`config.mk`:
```
export PLATFORM = sky130hd
export DESIGN_NAME = dcache
export DESIGN_NICKNAME = d
export VERILOG_FILES = /design/src/rtl/cache_pkg.sv /design/src/rtl/dcache_fsm.sv /design/src/rtl/dcache.sv
export SDC_FILE = /design/constraint.sdc
export NUM_CORES = 1
export LEC_CHECK = 0
export CORE_UTILIZATION = 40
export CTS_CLUSTER_DIAMETER = 60
export DETAILED_ROUTE_END_ITERATION = 8
export GPL_TIMING_DRIVEN = 0
export PLACE_DENSITY = 0.59
export SYNTH_ARGS = -nofsm -noshare
export SYNTH_HDL_FRONTEND = slang
export SYNTH_SLANG_ARGS = --single-unit
```
`constraint.sdc`:
```
create_clock -name CLK -period 6.77 [get_ports CLK]
set_input_delay 1.354 -clock CLK [delete_from_list [all_inputs] [get_ports CLK]]
set_output_delay 1.354 -clock CLK [all_outputs]
set_load 0.05 [all_outputs]
```
`src/rtl/cache_pkg.sv`:
```
// rtl/cache_pkg.sv - shared field widths and FSM state type for the data cache
// Purpose: address field widths, block width and controller state encoding
//          shared by dcache and dcache_fsm.
// Ports:   none (package).
package cache_pkg;

    localparam int TAG_W      = 3;
    localparam int INDEX_W    = 3;
    localparam int OFFSET_W   = 2;
    localparam int BLOCK_W    = 32;
    localparam int NUM_BLOCKS = 1 << INDEX_W;

    typedef enum logic [1:0] {
        S_IDLE,
        S_MEM_READ,
        S_MEM_WRITE,
        S_UPDATE
    } state_t;

endpackage

```
`src/rtl/dcache_fsm.sv`:
```
// rtl/dcache_fsm.sv - miss-handling controller for the data cache
// Purpose: state register and next-state/output decode for refill and
//          write-back sequencing.
// Ports:   CLK, RESET (async active-low);
//          req, hit, dirty       - CPU request and indexed line status;
//          mem_busywait          - memory stall;
//          state                 - current state (drives datapath muxes);
//          busywait, mem_read, mem_write - CPU stall and memory requests.
module dcache_fsm
    import cache_pkg::*;
(
    input  logic   CLK,
    input  logic   RESET,
    input  logic   req,
    input  logic   hit,
    input  logic   dirty,
    input  logic   mem_busywait,
    output state_t state,
    output logic   busywait,
    output logic   mem_read,
    output logic   mem_write
);

    state_t next_state;

    always_ff @(posedge CLK or negedge RESET) begin
        if (!RESET) begin
            state <= S_IDLE;
        end else begin
            state <= next_state;
        end
    end

    always_comb begin
        next_state = state;
        busywait   = 1'b0;
        mem_read   = 1'b0;
        mem_write  = 1'b0;
        case (state)
            S_IDLE: begin
                // Only a miss seen here starts a transaction; a request that
                // has just been satisfied is a hit and passes through.
                if (req && !hit) begin
                    busywait   = 1'b1;
                    next_state = dirty ? S_MEM_WRITE : S_MEM_READ;
                end
            end
            S_MEM_WRITE: begin
                busywait  = 1'b1;
                mem_write = 1'b1;
                if (!mem_busywait) begin
                    next_state = S_MEM_READ;
                end
            end
            S_MEM_READ: begin
                busywait = 1'b1;
                mem_read = 1'b1;
                if (!mem_busywait) begin
                    next_state = S_UPDATE;
                end
            end
            S_UPDATE: begin
                busywait   = 1'b1;
                next_state = S_IDLE;
            end
            default: next_state = S_IDLE;
        endcase
    end

endmodule

```
`src/rtl/dcache.sv`:
```
// rtl/dcache.sv - direct-mapped write-back write-allocate data cache
// Purpose: byte-wide CPU responder with a 32-bit block port toward memory.
// Ports:   CLK, RESET (async active-low);
//          READ, WRITE, ADDRESS, WRITEDATA -> READDATA, BUSYWAIT (CPU side);
//          MEM_READ, MEM_WRITE, MEM_ADDRESS, MEM_WRITEDATA -> memory requests;
//          MEM_READDATA, MEM_BUSYWAIT <- memory responses.
module dcache
    import cache_pkg::*;
(
    input  logic                CLK,
    input  logic                RESET,
    input  logic                READ,
    input  logic                WRITE,
    input  logic [7:0]          ADDRESS,
    input  logic [7:0]          WRITEDATA,
    output logic [7:0]          READDATA,
    output logic                BUSYWAIT,
    output logic                MEM_READ,
    output logic                MEM_WRITE,
    output logic [5:0]          MEM_ADDRESS,
    output logic [BLOCK_W-1:0]  MEM_WRITEDATA,
    input  logic [BLOCK_W-1:0]  MEM_READDATA,
    input  logic                MEM_BUSYWAIT
);

    logic [NUM_BLOCKS-1:0] valid;
    logic [NUM_BLOCKS-1:0] dirty;
    logic [TAG_W-1:0]      tags [NUM_BLOCKS];
    logic [BLOCK_W-1:0]    data [NUM_BLOCKS];

    logic [TAG_W-1:0]      req_tag;
    logic [INDEX_W-1:0]    index;
    logic [OFFSET_W-1:0]   offset;
    logic                  hit;
    logic                  req;
    logic                  write_hit;
    logic                  fill;
    state_t                state;

    assign req_tag = ADDRESS[7:5];
    assign index   = ADDRESS[4:2];
    assign offset  = ADDRESS[1:0];
    assign hit     = valid[index] && (tags[index] == req_tag);

    // A request held through reset must not raise BUSYWAIT.
    assign req       = (READ || WRITE) && RESET;
    // READ wins when both are asserted, so only a pure WRITE stores.
    assign write_hit = (state == S_IDLE) && WRITE && !READ && hit;
    assign fill      = (state == S_UPDATE);

    dcache_fsm u_fsm (
        .CLK          (CLK),
        .RESET        (RESET),
        .req          (req),
        .hit          (hit),
        .dirty        (valid[index] && dirty[index]),
        .mem_busywait (MEM_BUSYWAIT),
        .state        (state),
        .busywait     (BUSYWAIT),
        .mem_read     (MEM_READ),
        .mem_write    (MEM_WRITE)
    );

    always_ff @(posedge CLK or negedge RESET) begin
        if (!RESET) begin
            valid <= '0;
            dirty <= '0;
        end else if (fill) begin
            valid[index] <= 1'b1;
            dirty[index] <= 1'b0;
        end else if (write_hit) begin
            dirty[index] <= 1'b1;
        end
    end

    // Tags and data carry no reset; valid gates every use of them.
    always_ff @(posedge CLK) begin
        if (fill) begin
            tags[index] <= req_tag;
            data[index] <= MEM_READDATA;
        end else if (write_hit) begin
            data[index][{offset, 3'b000} +: 8] <= WRITEDATA;
        end
    end

    assign READDATA = ((state == S_IDLE) && READ && hit) ?
                      data[index][{offset, 3'b000} +: 8] : 8'h00;

    always_comb begin
        MEM_ADDRESS   = '0;
        MEM_WRITEDATA = '0;
        case (state)
            S_MEM_WRITE: begin
                MEM_ADDRESS   = {tags[index], index};
                MEM_WRITEDATA = data[index];
            end
            S_MEM_READ: begin
                MEM_ADDRESS = {req_tag, index};
            end
            default: begin
                MEM_ADDRESS   = '0;
                MEM_WRITEDATA = '0;
            end
        endcase
    end

endmodule

```
# == Word-level counts from Yosys, hierarchy flattened ==
# Memory sizes are Yosys's and may differ from the RTL's.
# Index checks and enable logic that the tools add are counted.
# totals
regBits,18
latch_bits,0
ram_bits,280
rom_bits,0
input_bits,53
out_inout_bits,49
mem_count,2
# op_classes
addsub,1
multipliers,0
n_div,0
magnitude_cmp,2
eq_ne,7
shift,3
muxes,57
n_bitwise,36
reduce_logical,17
# mem_list
name,depth,width,rd,rd_clocked_by_memory_dff,wr,line,text
data,8,32,1,0,1,dcache.sv:29,logic [BLOCK_W-1:0] data [NUM_BLOCKS];
tags,8,3,1,0,1,dcache.sv:28,logic [TAG_W-1:0] tags [NUM_BLOCKS];
# op_table
cell,count
$mux W32,2
$mux W1,42
$or A1 B1 Y1,32
$shift A8 B7 Y32 const A,1
$shiftx A32 B6 Y8,1
$shiftx A8 B7 Y32,1
$mux W8,3
$or A8 B8 Y8,2
$pmux W6 S2,1
$logic_and A1 B1 Y1,10
$and A8 B8 Y8,1
$mux W2,4
$not A8 Y8,1
$pmux W2 S4,1
$neg A5 Y7,1
$bmux W1 S3,2
$eq A2 B2 Y1 const B,2
$lt A3 B4 Y1 const B,1
$ne A2 B2 Y1 const B,2
$demux W1 S3,1
$eq A3 B3 Y1,1
$ge A3 B1 Y1 const B,1
$reduce_and A3 Y1,1
$reduce_or A3 Y1,1
other kinds (7),8

# == Depth between registers and ports, before layout ==
# depth
ltp_word,8
ltp_mapped,11
depth_no_buf,7

# == Cells and area by module ==
# From an unflattened synthesis, not the netlist that was laid out.
# hier_totals
hier_cells,890
area_unflattened_um2,13196.4
# modules_own_cells
module,instances,cells_per_inst,area_per_inst_um2
dcache,1,873,13018.7
dcache_fsm,1,17,177.7

# == Least setup slack after synthesis ==
# Ideal clock, no wire load.
# synth_timing
path_kind,in2out
start,input port ADDRESS[4]
end,output port READDATA[5]
arrival_time_ps,4351
t_required_ps,5416
slack_ps,1065
cell_stages,9
path_cell_list,buf_6 -> or2_1 -> o22a_1 -> and3_1 -> or4_4 -> buf_6 -> or2_2 -> clkbuf_1 -> a211oi_1
# synth_between
elab_chain_len,5
word_cells_on_any_way,9
classes_between,eq/ne (1); shift (1); mux (3); reduce/logical (2); memory (2)
# synth_rtl
item,line,text
"start, declared",dcache.sv:14,"input logic [7:0] ADDRESS,"
"parallel branches: the longest is 4 deep, another holds $mem_v2 Z8 W32",--,
$mux W8 *,dcache.sv:86,assign READDATA = ((state == S_IDLE) && READ && hit) ?
"end, declared",dcache.sv:16,"output logic [7:0] READDATA,"
# Mark *: on every way between the ends. The select of a mux whose other input is x is not followed.

# == Worst setup path in the final report ==
# layout_timing
start,input port ADDRESS[4]
end,output port READDATA[4]
# Same word-level chain as after synthesis.

==> run_results.csv <==
group,metric,value,unit
finish,layout-area-overhead-vs-synth,20.7,%
sta,worst_pin_slew,0.993,ns
logic_synthesis,seq_area_frac_synth,66.9,%
flow_run,maxCapViolCount,0,
grt,first_global_vias,8258,
grt,grt.total_usage,24.9,%
cts,numClockSinks,298,
cts,cts_tree,"yes",
detailed_routing,drtAntennaViolNets,0,
power,power_leakage,5.42,nW
die,die_w,184,um
die,die_h,184,um
setup_path,worstSetupStartpointType,"input pin",
setup_path,endpoint,"READDATA[4]",
placed_design,hpwl,28400,um
logic_synthesis,synthesis.area,0.0132,mm^2
grt,grt_pass1_wl,58600,um
logic_synthesis,synth_edf_count,280,
cts,root_buffer,"clkbuf_16",
cts,htreeDepth,1,
setup_path,cp.required,5.42,ns
sta,setup_violations,0,
finish,drive_gt1_share,15.3,%
logic_synthesis,synthFlopType,"edfxtp_1",
finish,final_cell_mix,"edfxtp_1, clkdlybuf4s50_1, mux2i_1, inv_1, nand2_1",
die,die-area,0.0338,mm^2
setup_path,critPathArrivalTime,5.41,ns
die,floorplan.initialDensity,40.7,%
setup_path,r2r-end,"data[4][8]",
die,ios,102,
sta,slew_headroom,33.3,%
detailed_routing,drc,0,
cts,clkTransAtPathRegs,0.06,ns
detailed_routing,num_vias,8429,
finish,fin_nets,1058,
sta,rsz0062_at_grt,"no",
setup_path,worstSetupPathType,"input pin to primary output",
setup_path,end_kind,"primary output",
logic_synthesis,async_flop_share,6.04,%
cts,cts_max_path_buffers,3,
grt,overflow,0,
logic_synthesis,syn_area_per_cell,15.4,um^2
power,cellPowerDensity,310,mW/mm^2
setup_path,reg2reg_slack,3.27,ns
sta,slew_viol_final,0,
die,coreArea,0.0325,mm^2
finish,stdcell_count,1462,
grt,grt_max_degree,20,
finish,layout_commonest_cell,"edfxtp_1",
detailed_routing,wl_per_cell,28.5,um
grt,antenna_found_initial,0,
logic_synthesis,synthDominantCellAreaShare,63.5,%
setup_path,reg2reg_depth,8,
detailed_routing,first_iter_violations,877,
detailed_routing,via_per_inst,5.77,
min_path,min_path_type,"flip-flop to flip-flop",
setup_path,worstSetupStartpoint,"ADDRESS[4]",
placed_design,gp_congestion,0.927,
finish,n_antenna_cell,0,
placed_design,dp_cells,1405,
cts,postCtsHoldBufs,0,
sta,hold_viol,0,
sta,fmax,148,MHz
logic_synthesis,synthCells,862,
detailed_routing,drt-pass1-iter-count,5,
cts,tritoncts.num_buffers,30,
sta,fin_ws,0.00419,ns
sta,fin_crit_sh,99.9,%
placed_design,preCtsSetupSlack,-0.909,ns
logic_synthesis,synth_cell_types,55,
setup_path,rr_startpoint,"tags[5][0]",
power,ir_worst_vdd,0.198,mV
sta,period_needed,6.77,ns
cts,clkLatencyLatePin,0.56,ns
logic_synthesis,syn_nets,924,
power,power.total,4.95,mW
detailed_routing,routed_wl,41700,um
sta,setup_tns,0,ns
logic_synthesis,synth_top_area_cell,"edfxtp_1",
placed_design,port_buffers,101,
sta,fin_skew,0.0132,ns
setup_path,cp_max_fo,10,
logic_synthesis,synth_area_leaders,"edfxtp_1, mux2i_1, mux4_2",
logic_synthesis,synth_seq_cells,298,
status,outcome,"finished, final reports clean",
logic_synthesis,ys.warnings.count,0,
die,placement_rows,66,
-- kinds of logic after synthesis --
logic type | after synthesis | synth area share [%]
flip-flops | 298 | 66.9
AND/OR/NAND/NOR | 172 | 7.22
AO/OA/AOI/OAI | 155 | 8.99
multiplexers | 125 | 12.6
buffers and inverters | 103 | 3.42
adder cells (fa/ha/maj) | 9 | 0.851
-- final cells by class --
cell class | count | area [um^2]
Fill cell | 2864 | 16600
Sequential cell | 298 | 8860
Multi-Input combinational cell | 461 | 4010
Timing Repair Buffer | 102 | 1020
Clock buffer | 37 | 798
Tap cell | 442 | 553
Buffer | 50 | 314
Clock inverter | 19 | 218
Inverter | 53 | 199
-- worst min-delay path by stage --
stage / startpoint / endpoint / slack [ns] / cells past startpoint
after global routing: valid[4] / valid[4] / 0.48 / 1
final: valid[0] / valid[0] / 0.47 / 1
after floorplan: valid[0] / valid[0] / 0.43 / 1
after CTS: valid[4] / valid[4] / 0.47 / 1
after detailed placement: valid[0] / valid[0] / 0.45 / 1
after global placement: valid[0] / valid[0] / 0.45 / 1
-- stage by stage --
| step | util (%) | hold WS [ns] | instance area, um^2 |
|---|---|---|---|
| detailed placement | 45.5 | 0.449 | 14800 |
| global route | 49.1 | 0.479 | 16000 |
| floorplan | - | 0.425 | 13200 |
| CTS | 49.0 | 0.466 | 15900 |
| finish | 49.1 | 0.467 | 16000 |
| global placement | 45.5 | 0.445 | 14800 |
-- state kept, by name, summed over array words and instances, names as in the netlist, named ones only --
name / flops
tags: 24
u_fsm.state: 2
data: 256
valid: 8
-- routing by layer --
layer | wire length (um) | up-vias | GRT usage [%] | share of wire [%]
li1 | - | 3606 | - | -
met4 | 1330 | 0 | 8.00 | 3.2
met3 | 3870 | 87 | 5.27 | 9.3
met5 | 0 | - | 0 | 0
met1 | 17500 | 4296 | 34.7 | 42
met2 | 19000 | 440 | 38.9 | 46
-- cell usage after synthesis, drive strengths merged (3+ instances only) --
master,instances
a22o,9
o211ai,4
nand2,51
and3,10
o21a,35
a21oi,9
inv,51
o22ai,8
nor2b,33
mux2,14
ha,9
nor3b,4
and2,17
edfxtp,280
nor4,4
o2bb2ai,9
dfrtp,18
nor2,22
buf,28
mux2i,79
a31oi,3
clkbuf,22
o22a,6
a221oi,21
mux4,32
nor3,10
o21ai,10
a22oi,18
a211oi,4
or2,10
nand2b,5
o221ai,3
-- timing repair --
item,CTS,global route
gates cloned,0,0
pin swaps,1,0
resized for setup,52,11
buffers inserted,1,0
endpoints found under the hold margin,0,0
setup endpoints to repair,29,9
-- critical path, stage by stage --
cell	delay [ns]
clkdlybuf4s50_1	0.50
buf_6	0.15
buf_2	0.29
clkdlybuf4s18_2	0.60
buf_2	0.45
mux2i_1	0.18
o22ai_1	0.19
nor2_1	0.14
mux4_2	0.48
nor3_1	0.46
dlygate4sd2_1	0.60
-- power by group --
part           internal (mW)  leakage, nW  switching (mW)
Combinational          0.337         2.19           0.681
Sequential              2.15         2.74          0.0416
Clock                   1.02        0.495           0.711
Total                   3.51         5.42            1.43
Power figures use the tool's default switching activity.
